**config.mk**
```make
export PLATFORM = sky130hd
export DESIGN_NAME = bsg_fifo_1r1w_flow_tracked
export DESIGN_NICKNAME = d
export VERILOG_FILES = /design/src/rtl/bsg_fifo_1r1w_flow_tracked.sv
export SDC_FILE = /design/constraint.sdc
export NUM_CORES = 1
export LEC_CHECK = 0
export CORE_MARGIN = 1.5
export CORE_UTILIZATION = 60
export DETAILED_ROUTE_END_ITERATION = 12
export PLACE_DENSITY = 0.73
export SLEW_MARGIN = 20
export SYNTH_ARGS = -nofsm -noshare
export SYNTH_HDL_FRONTEND = slang
export SYNTH_SLANG_ARGS = --single-unit
```
**constraint.sdc**
```tcl
create_clock -name clk_i -period 4.35 [get_ports clk_i]
set_input_delay 1.305 -clock clk_i [delete_from_list [all_inputs] [get_ports clk_i]]
set_output_delay 1.305 -clock clk_i [all_outputs]
set_load 0.1 [all_outputs]
```
**src/rtl/bsg_fifo_1r1w_flow_tracked.sv**
```systemverilog
// bsg_fifo_1r1w_flow_tracked: 1R1W FIFO (valid/ready in, valid/yumi out) with registered count_o.
// Rev 1.0
`default_nettype none

module bsg_fifo_1r1w_flow_tracked #(
  parameter int width_p = 8,
  parameter int els_p   = 64,
  localparam int count_width_lp = $clog2(els_p + 1)
) (
  input  logic                      clk_i,
  input  logic                      reset_i,
  input  logic                      v_i,
  input  logic [width_p-1:0]        data_i,
  output logic                      ready_o,
  output logic                      v_o,
  output logic [width_p-1:0]        data_o,
  input  logic                      yumi_i,
  output logic [count_width_lp-1:0] count_o
);

  localparam int ptr_width_lp = $clog2(els_p);
  localparam logic [ptr_width_lp-1:0]   last_ptr_lp = ptr_width_lp'(els_p - 1);
  localparam logic [count_width_lp-1:0] full_cnt_lp = count_width_lp'(els_p);

  logic [width_p-1:0]        mem [els_p];
  logic [ptr_width_lp-1:0]   wptr, rptr;
  logic [count_width_lp-1:0] count;
  logic                      full, empty, enq, deq;

  assign full    = (count == full_cnt_lp);
  assign empty   = (count == '0);
  assign ready_o = ~full;
  assign v_o     = ~empty;
  assign count_o = count;
  assign data_o  = mem[rptr];

  // A yumi against an empty FIFO is a protocol error and must not move state.
  assign enq = v_i & ~full;
  assign deq = yumi_i & ~empty;

  // Explicit compare keeps wrap correct for non-power-of-two depths.
  function automatic logic [ptr_width_lp-1:0] next_ptr(input logic [ptr_width_lp-1:0] p);
    return (p == last_ptr_lp) ? '0 : p + ptr_width_lp'(1);
  endfunction

  always_ff @(posedge clk_i) begin
    if (reset_i) begin
      wptr  <= '0;
      rptr  <= '0;
      count <= '0;
    end else begin
      if (enq) wptr <= next_ptr(wptr);
      if (deq) rptr <= next_ptr(rptr);
      case ({enq, deq})
        2'b10:   count <= count + count_width_lp'(1);
        2'b01:   count <= count - count_width_lp'(1);
        default: count <= count;
      endcase
    end
  end

  always_ff @(posedge clk_i) begin
    if (enq && !reset_i) mem[wptr] <= data_i;
  end

  always_ff @(posedge clk_i) begin
    if (!reset_i) begin
      assert (!(yumi_i && empty))
        else $error("bsg_fifo_1r1w_flow_tracked: yumi_i asserted while empty");
    end
  end

endmodule

`default_nettype wire

```
==> impl_metrics.csv, run 1 <==
group,metric,value,unit
outcome,status,"completed",
cts,root_buffer,"clkbuf_16",
die,boundaryPins,29,
cts,clk_latency,0.58,ns
sta,rsz0062_at_grt,"true",
setup_path,crit_fanout,9,
pwr,intPower,0.00965,W
cts,cts_tree,"yes",
die,die_w,192,um
sta,clock_skew,0.0121,ns
logic_synthesis,ys.flop_type,"edfxtp_1",
cts,cts_sinks,537,
sta,layout_setup_ws,0.00249,ns
finish,n_antenna_cell,0,
logic_synthesis,yosysUniqueCellTypes,59,
logic_synthesis,syn_avg_cell_area,19.1,um2
detailed_routing,drc_errors,0,
detailed_routing,vias,11400,
setup_path,crit_family,"compound AO/OA/AOI/OAI gates",
sta,relSlewSlack,0.348,
logic_synthesis,ys_seq_area_frac,0.740,
cts,clk_pin_slew_worst_paths,0.06,ns
finish,nFillCells,2155,
die,core_area,35400,um2
logic_synthesis,syn_nets,1142,
global_routing,gr-usage-all-layers,0.276,
die,die_y,192,um
sta,setup_viol,0,
setup_path,worst_path_max_delay_cell,"dfxtp_4",
pwr,p_leak,8.01,nW
global_routing,grt_pass1_wl,72.7,mm
global_routing,grt_overflow_total,0,
setup_path,cp-end-kind,"output pin",
cts,numCtsBuffers,52,
setup_path,path_class,"reg -> out",
finish,final_nets,1301,
place,dp_hpwl,30.0,mm
place,dpl_worst_slack,0.292,ns
worst_hold_path,hp-class,"reg -> reg",
cts,htreeDepth,2,
logic_synthesis,synth_seq_cells,537,
run,cap_violations,0,
finish,area_growth,16.6,%
logic_synthesis,yosys_warnings,0,
finish,drive_gt1_frac,0.278,
die,initial_core_util,0.606,
setup_path,cp-start-kind,"flip-flop",
sta,tightest_slew,0.975,ns
setup_path,critical_path.cell_chain,"buf_12 > buf_4 > mux2_2 > o21ai_0 > a211oi_1 > o21ai_0 > o211ai_1 > clkbuf_16",
sta,timing.final.crit_share,0.999,
global_routing,grt_pass1_vias,11400,
setup_path,max_stage_delay,0.45,ns
sta,hold_viol,0,
setup_path,critPathMostFrequentCell,"o21ai_0",
place,io_buffers,28,
pwr,p_seq_frac,0.438,
place,gp_congestion,0.869,
pwr,combPwrFrac,0.215,
detailed_routing,wl,49.5,mm
die,dieArea,36900,um2
logic_synthesis,ys_async_sr_fraction,0,
pwr,power_density,530,nW/um2
global_routing,grt_max_degree,65,
detailed_routing,via_per_inst,6.43,
setup_path,arrival,3.04,ns
sta,fin_crit,4.35,ns
setup_path,cp_data_required_time,3.04,ns
logic_synthesis,syn_area,21500,um2
pwr,switchingPower,0.00361,W
finish,utilization,0.707,
global_routing,antenna_found_initial,0,
detailed_routing,dr.pass1.iters,5,
cts,clockBufferDepth,3,
pwr,peakVddDrop,792,uV
setup_path,path_buf_inv,3,
die,fp-row-count,69,
detailed_routing,drtIter0Drc,1285,
pwr,p_clk_frac,0.347,
pwr,sw_frac_of_total,0.272,
sta,max_freq,230,MHz
detailed_routing,antenna_left,0,
detailed_routing,routedWlPerCell,27.8,um
logic_synthesis,synth_edf_count,512,
logic_synthesis,synthCells,1121,
sta,slew_viol_final,0,
-- path summary, 6_finish.rpt --
kind,start,to,slack [ns],cells after the start
setup / recovery,flip-flop,data_o[2],0.002,8
setup reg to reg,count_o[2],count_o[6],1.28,11
hold / removal,count_o[3],count_o[3],0.51,2
hold reg to reg,count_o[3],count_o[3],0.51,2
-- cells by family (layout without fill, tap and decap cells) --
group	count (synthesis)	in the layout	share of synthesized area
multiplexers	153	153	0.140
XOR/XNOR	12	12	0.00490
AO/OA/AOI/OAI	104	104	0.0349
flip-flops	537	537	0.740
AND/OR/NAND/NOR	236	236	0.0527
buffers and inverters	70	267	0.0221
adder cells (fa/ha/maj)	9	9	0.00560
-- repair_timing --
item                       CTS  global route
setup endpoints to repair    8             7
pin swaps                    2             4
setup buffers               12             5
gates resized for setup     11            15
hold buffers                 0             0
gates cloned                 1             1
-- power by group through the flow --
stage	sequential, W	combinational [W]	clock (W)
final	0.00581	0.00286	0.00460
after global routing	0.00581	0.00300	0.00485
after CTS	0.00581	0.00280	0.00464
after detailed placement	0.00598	0.00261	0
after global placement	0.00597	0.00258	0
after floorplan	0.00606	0.00173	0
-- sequential cells by signal, indices dropped and copies added (netlist names), named ones only --
| name | count |
|---|---|
| rptr | 6 |
| wptr | 6 |
| count_o | 7 |
| mem | 512 |
-- tightest hold or removal path: stages, from the launching register on --
cell,delay (ns)
dfxtp_1,0.34
nand2_1,0.07
a21oi_1,0.05
-- cell usage in the layout, fill, tap and decap left out, drive strengths merged, types with 5 or more instances in the layout --
cell type and n:
o21ai 18, o211ai 9, mux2i 29, clkdlybuf4s50 12
mux2 12, nand4 7, nor2 88, clkbuf 66
a2111oi 8, xor2 9, nand3 24, inv 11
dfxtp 25, nor2b 30, edfxtp 512, a311oi 5
bufinv 9, ha 8, nand2 41, a21oi 12
a211oi 17, buf 148, clkinv 17, mux4 112
nor3 17, nand3b 5
-- routing by layer --
layer / routed length (um) / vias up / global-route usage
met4: 1530 / 0 / 0.0942
met5: 0 / - / 0
met3: 4220 / 109 / 0.0431
met1: 19400 / 5841 / 0.385
met2: 24300 / 590 / 0.450
li1: - / 4898 / -
-- through the flow --
step	power [W]	setup TNS, ns	cell area, um2	hold WS, ns	instances
6_report	0.0133	0	25000	0.509	1779
3_3_place_gp	0.00856	0	22900	0.493	1668
2_1_floorplan	0.00779	0	21500	0.498	1121
4_1_cts	0.0132	0	24900	0.512	1773
5_1_grt	0.0137	-0.0772	25000	0.523	1779
3_5_place_dp	0.00859	0	22900	0.499	1668
-- synthesized netlist by cell type, types with 3 or more instances --
library cell	number	area, um2
a311oi_1	5	43.8
o211ai_1	9	67.6
xor2_1	9	78.8
a22o_1	4	35.0
a2111oi_0	7	61.3
nor3_1	17	85.1
a22oi_1	4	30.0
nand2b_1	4	25.0
mux4_2	99	2230
mux4_1	13	342
inv_1	11	41.3
or3_1	3	18.8
a31oi_1	3	18.8
buf_6	13	146
mux2_2	12	135
edfxtp_1	512	15400
mux2i_1	29	290
nor2b_1	30	188
buf_4	10	75.1
or3b_2	3	26.3
nand3_1	24	120
o21ai_0	18	90.1
nand2_1	41	154
a211oi_1	17	128
nand4_1	7	43.8
clkbuf_1	17	63.8
buf_2	9	45.0
nand3b_1	5	37.5
nor2_1	88	330
buf_12	3	60.1
nor3b_1	4	30.0
ha_1	8	100
a21oi_1	12	60.1
dfxtp_1	25	500
buf_1	5	18.8
o22ai_1	4	25.0
xnor2_1	3	26.3
a221oi_1	4	35.0
-- area by class of cell --
cell class	count	area [um2]	area share
clock buffers	63	1360	0.0545
flip-flops and latches	537	15900	0.635
clock inverters	29	373	0.0149
inverters	11	41.3	0.00165
well taps	461	577	0.0231
repair buffers	164	1570	0.0627
multi-input cells	514	5200	0.208
Power figures use the tool's default switching activity.
==> run 2, diff against run 1 <==
SLEW_MARGIN = 25   (was 20)
==> run 2 against run 1 <==
Total power down 3.0%. Utilization down 0.72 points. Final cell count shrank 0.45%. Wire length decreased by 0.25%. Via count up 0.24%. Clock power decreased by 7.8%. Sequential share of layout area is 0.66 points higher. Largest cell class unchanged. Largest power group unchanged.
==> impl_metrics.csv, run 2 (synthesis results as in run 1) <==
group,metric,value,unit
outcome,status,"completed",
setup_path,crit_fanout,7,
run,cap_violations,0,
pwr,p_seq_frac,0.451,
pwr,p_clk_frac,0.329,
finish,nFillCells,2212,
pwr,peakVddDrop,762,uV
setup_path,worst_path_max_delay_cell,"mux4_2",
finish,drive_gt1_frac,0.263,
die,core_area,35400,um2
pwr,sw_frac_of_total,0.277,
cts,cts_tree,"yes",
sta,tightest_slew,0.976,ns
sta,timing.final.crit_share,0.997,
finish,final_common_cell,"edfxtp_1",
cts,numCtsBuffers,52,
setup_path,max_stage_delay,0.52,ns
setup_path,critPathMostFrequentCell,"buf_12",
setup_path,path_class,"reg -> out",
cts,root_buffer,"clkbuf_16",
detailed_routing,antenna_left,0,
sta,relSlewSlack,0.348,
die,dieArea,36900,um2
sta,max_freq,231,MHz
finish,largest_reg_flops,512,
setup_path,path_buf_inv,3,
place,dp_hpwl,30.0,mm
pwr,p_leak,7.87,nW
setup_path,arrival,3.03,ns
global_routing,grt_pass1_vias,11400,
place,io_buffers,28,
die,boundaryPins,29,
cts,cts_sinks,537,
global_routing,antenna_found_initial,0,
setup_path,cp-end-kind,"output pin",
setup_path,critical_path.cell_chain,"buf_12 > mux4_2 > mux2i_1 > a211oi_1 > a311oi_2 > buf_4 > o211ai_1 > buf_12",
sta,final.setup.tns,0,ns
detailed_routing,drc_errors,0,
setup_path,crit_family,"multiplexers",
die,initial_core_util,0.606,
global_routing,grt_overflow_total,0,
cts,holdBufCountCts,0,
pwr,switchingPower,0.00356,W
detailed_routing,dr.pass1.iters,5,
finish,final_cell_mix,"512 x edfxtp_1, 116 x buf_4, 100 x mux4_2",
pwr,power,0.0129,W
global_routing,gr-usage-all-layers,0.275,
global_routing,grt_max_degree,65,
sta,slew_viol_final,0,
sta,hold_viol,0,
finish,final_nets,1293,
setup_path,cp_data_required_time,3.04,ns
place,gp_congestion,0.869,
cts,htreeDepth,2,
die,die_y,192,um
pwr,combPwrFrac,0.219,
pwr,intPower,0.00930,W
pwr,power_density,520,nW/um2
cts,clk_latency,0.57,ns
sta,clock_skew,0.00868,ns
sta,setup_viol,0,
worst_hold_path,min_from,"count_o[3]",
setup_path,crit-reg2reg-launch,"count_o[2]",
die,fp-row-count,69,
setup_path,cp-start-kind,"flip-flop",
finish,top_register,"mem",
die,die_w,192,um
cts,clockBufferDepth,3,
detailed_routing,wl,49.3,mm
detailed_routing,routedWlPerCell,27.9,um
detailed_routing,via_per_inst,6.47,
detailed_routing,drtIter0Drc,1359,
cts,clk_pin_slew_worst_paths,0.06,ns
worst_hold_path,hp-class,"reg -> reg",
sta,fin_crit,4.33,ns
finish,area_growth,15.4,%
detailed_routing,vias,11500,
global_routing,grt_pass1_wl,72.7,mm
sta,rsz0062_at_grt,"true",
finish,n_antenna_cell,0,
## run 2: cell types whose count changed in the layout (fill, tap and decap cells not counted), moves of 3 or more
cell	delta
buf_4	-6
bufinv_16	-6
clkbuf_1	+6
clkbuf_16	-3
clkinv_1	+6
clkinv_2	-5
## run 2: worst paths after layout
| check | end | slack [ns] | depth (start not counted) |
|---|---|---|---|
| worst min-delay path | count_o[3] | 0.50 | 2 |
| worst min register to register | count_o[3] | 0.50 | 2 |
| worst max register to register | count_o[6] | 1.23 | 11 |
| worst max-delay path | data_o[4] | 0.02 | 8 |
## run 2: worst reg2reg max path, delay by kind of cell (launching register included)
kind	cells	cell delay, ns
AO/OA/AOI/OAI	4	0.63
adder cells (fa/ha/maj)	2	0.72
buffers and inverters	2	0.19
flip-flops	1	0.34
multiplexers	1	0.35
AND/OR/NAND/NOR	2	0.78
## run 2: what timing repair did
action | CTS | global route
setup endpoints to repair | 8 | 6
buffers inserted | 10 | 0
pin swaps | 3 | 1
gates cloned | 1 | 0
gates resized for setup | 10 | 13
## run 2: area by class of cell
type	count	area, um2	share of cell area
Tap cell	461	577	0.0233
Clock inverter	21	166	0.00672
Timing Repair Buffer	156	1480	0.0596
Inverter	11	41.3	0.00167
Multi-Input combinational cell	514	5190	0.210
Clock buffer	71	1410	0.0571
Sequential cell	537	15900	0.642
## run 2: layer usage
metal  wire length [um]  vias up  global-route usage
met2              24300      582               0.451
met1              19500     5911               0.387
met4               1510        0              0.0799
li1                   -     4865                   -
met5                  0        -                   0
met3               3990      107              0.0459
## run 2: power by group through the flow
| stage | registers [W] | clock network, W | logic, W |
|---|---|---|---|
| finish | 0.00580 | 0.00424 | 0.00282 |
| CTS | 0.00581 | 0.00426 | 0.00279 |
| detailed placement | 0.00597 | 0 | 0.00261 |
| global route | 0.00581 | 0.00446 | 0.00295 |
| global placement | 0.00597 | 0 | 0.00258 |
| floorplan | 0.00606 | 0 | 0.00173 |
## run 2: stage by stage
step           utilization  setup WS [ns]  cell area (um2)  instances  hold WS, ns
6_report             0.699         0.0152            24800       1771        0.503
5_1_grt              0.699       -0.00465            24800       1771        0.524
4_1_cts              0.698        -0.0151            24700       1771        0.508
3_5_place_dp         0.647          0.270            22900       1668        0.497
3_3_place_gp         0.647          0.285            22900       1668        0.493
2_1_floorplan            -         0.0482            21500       1121        0.498
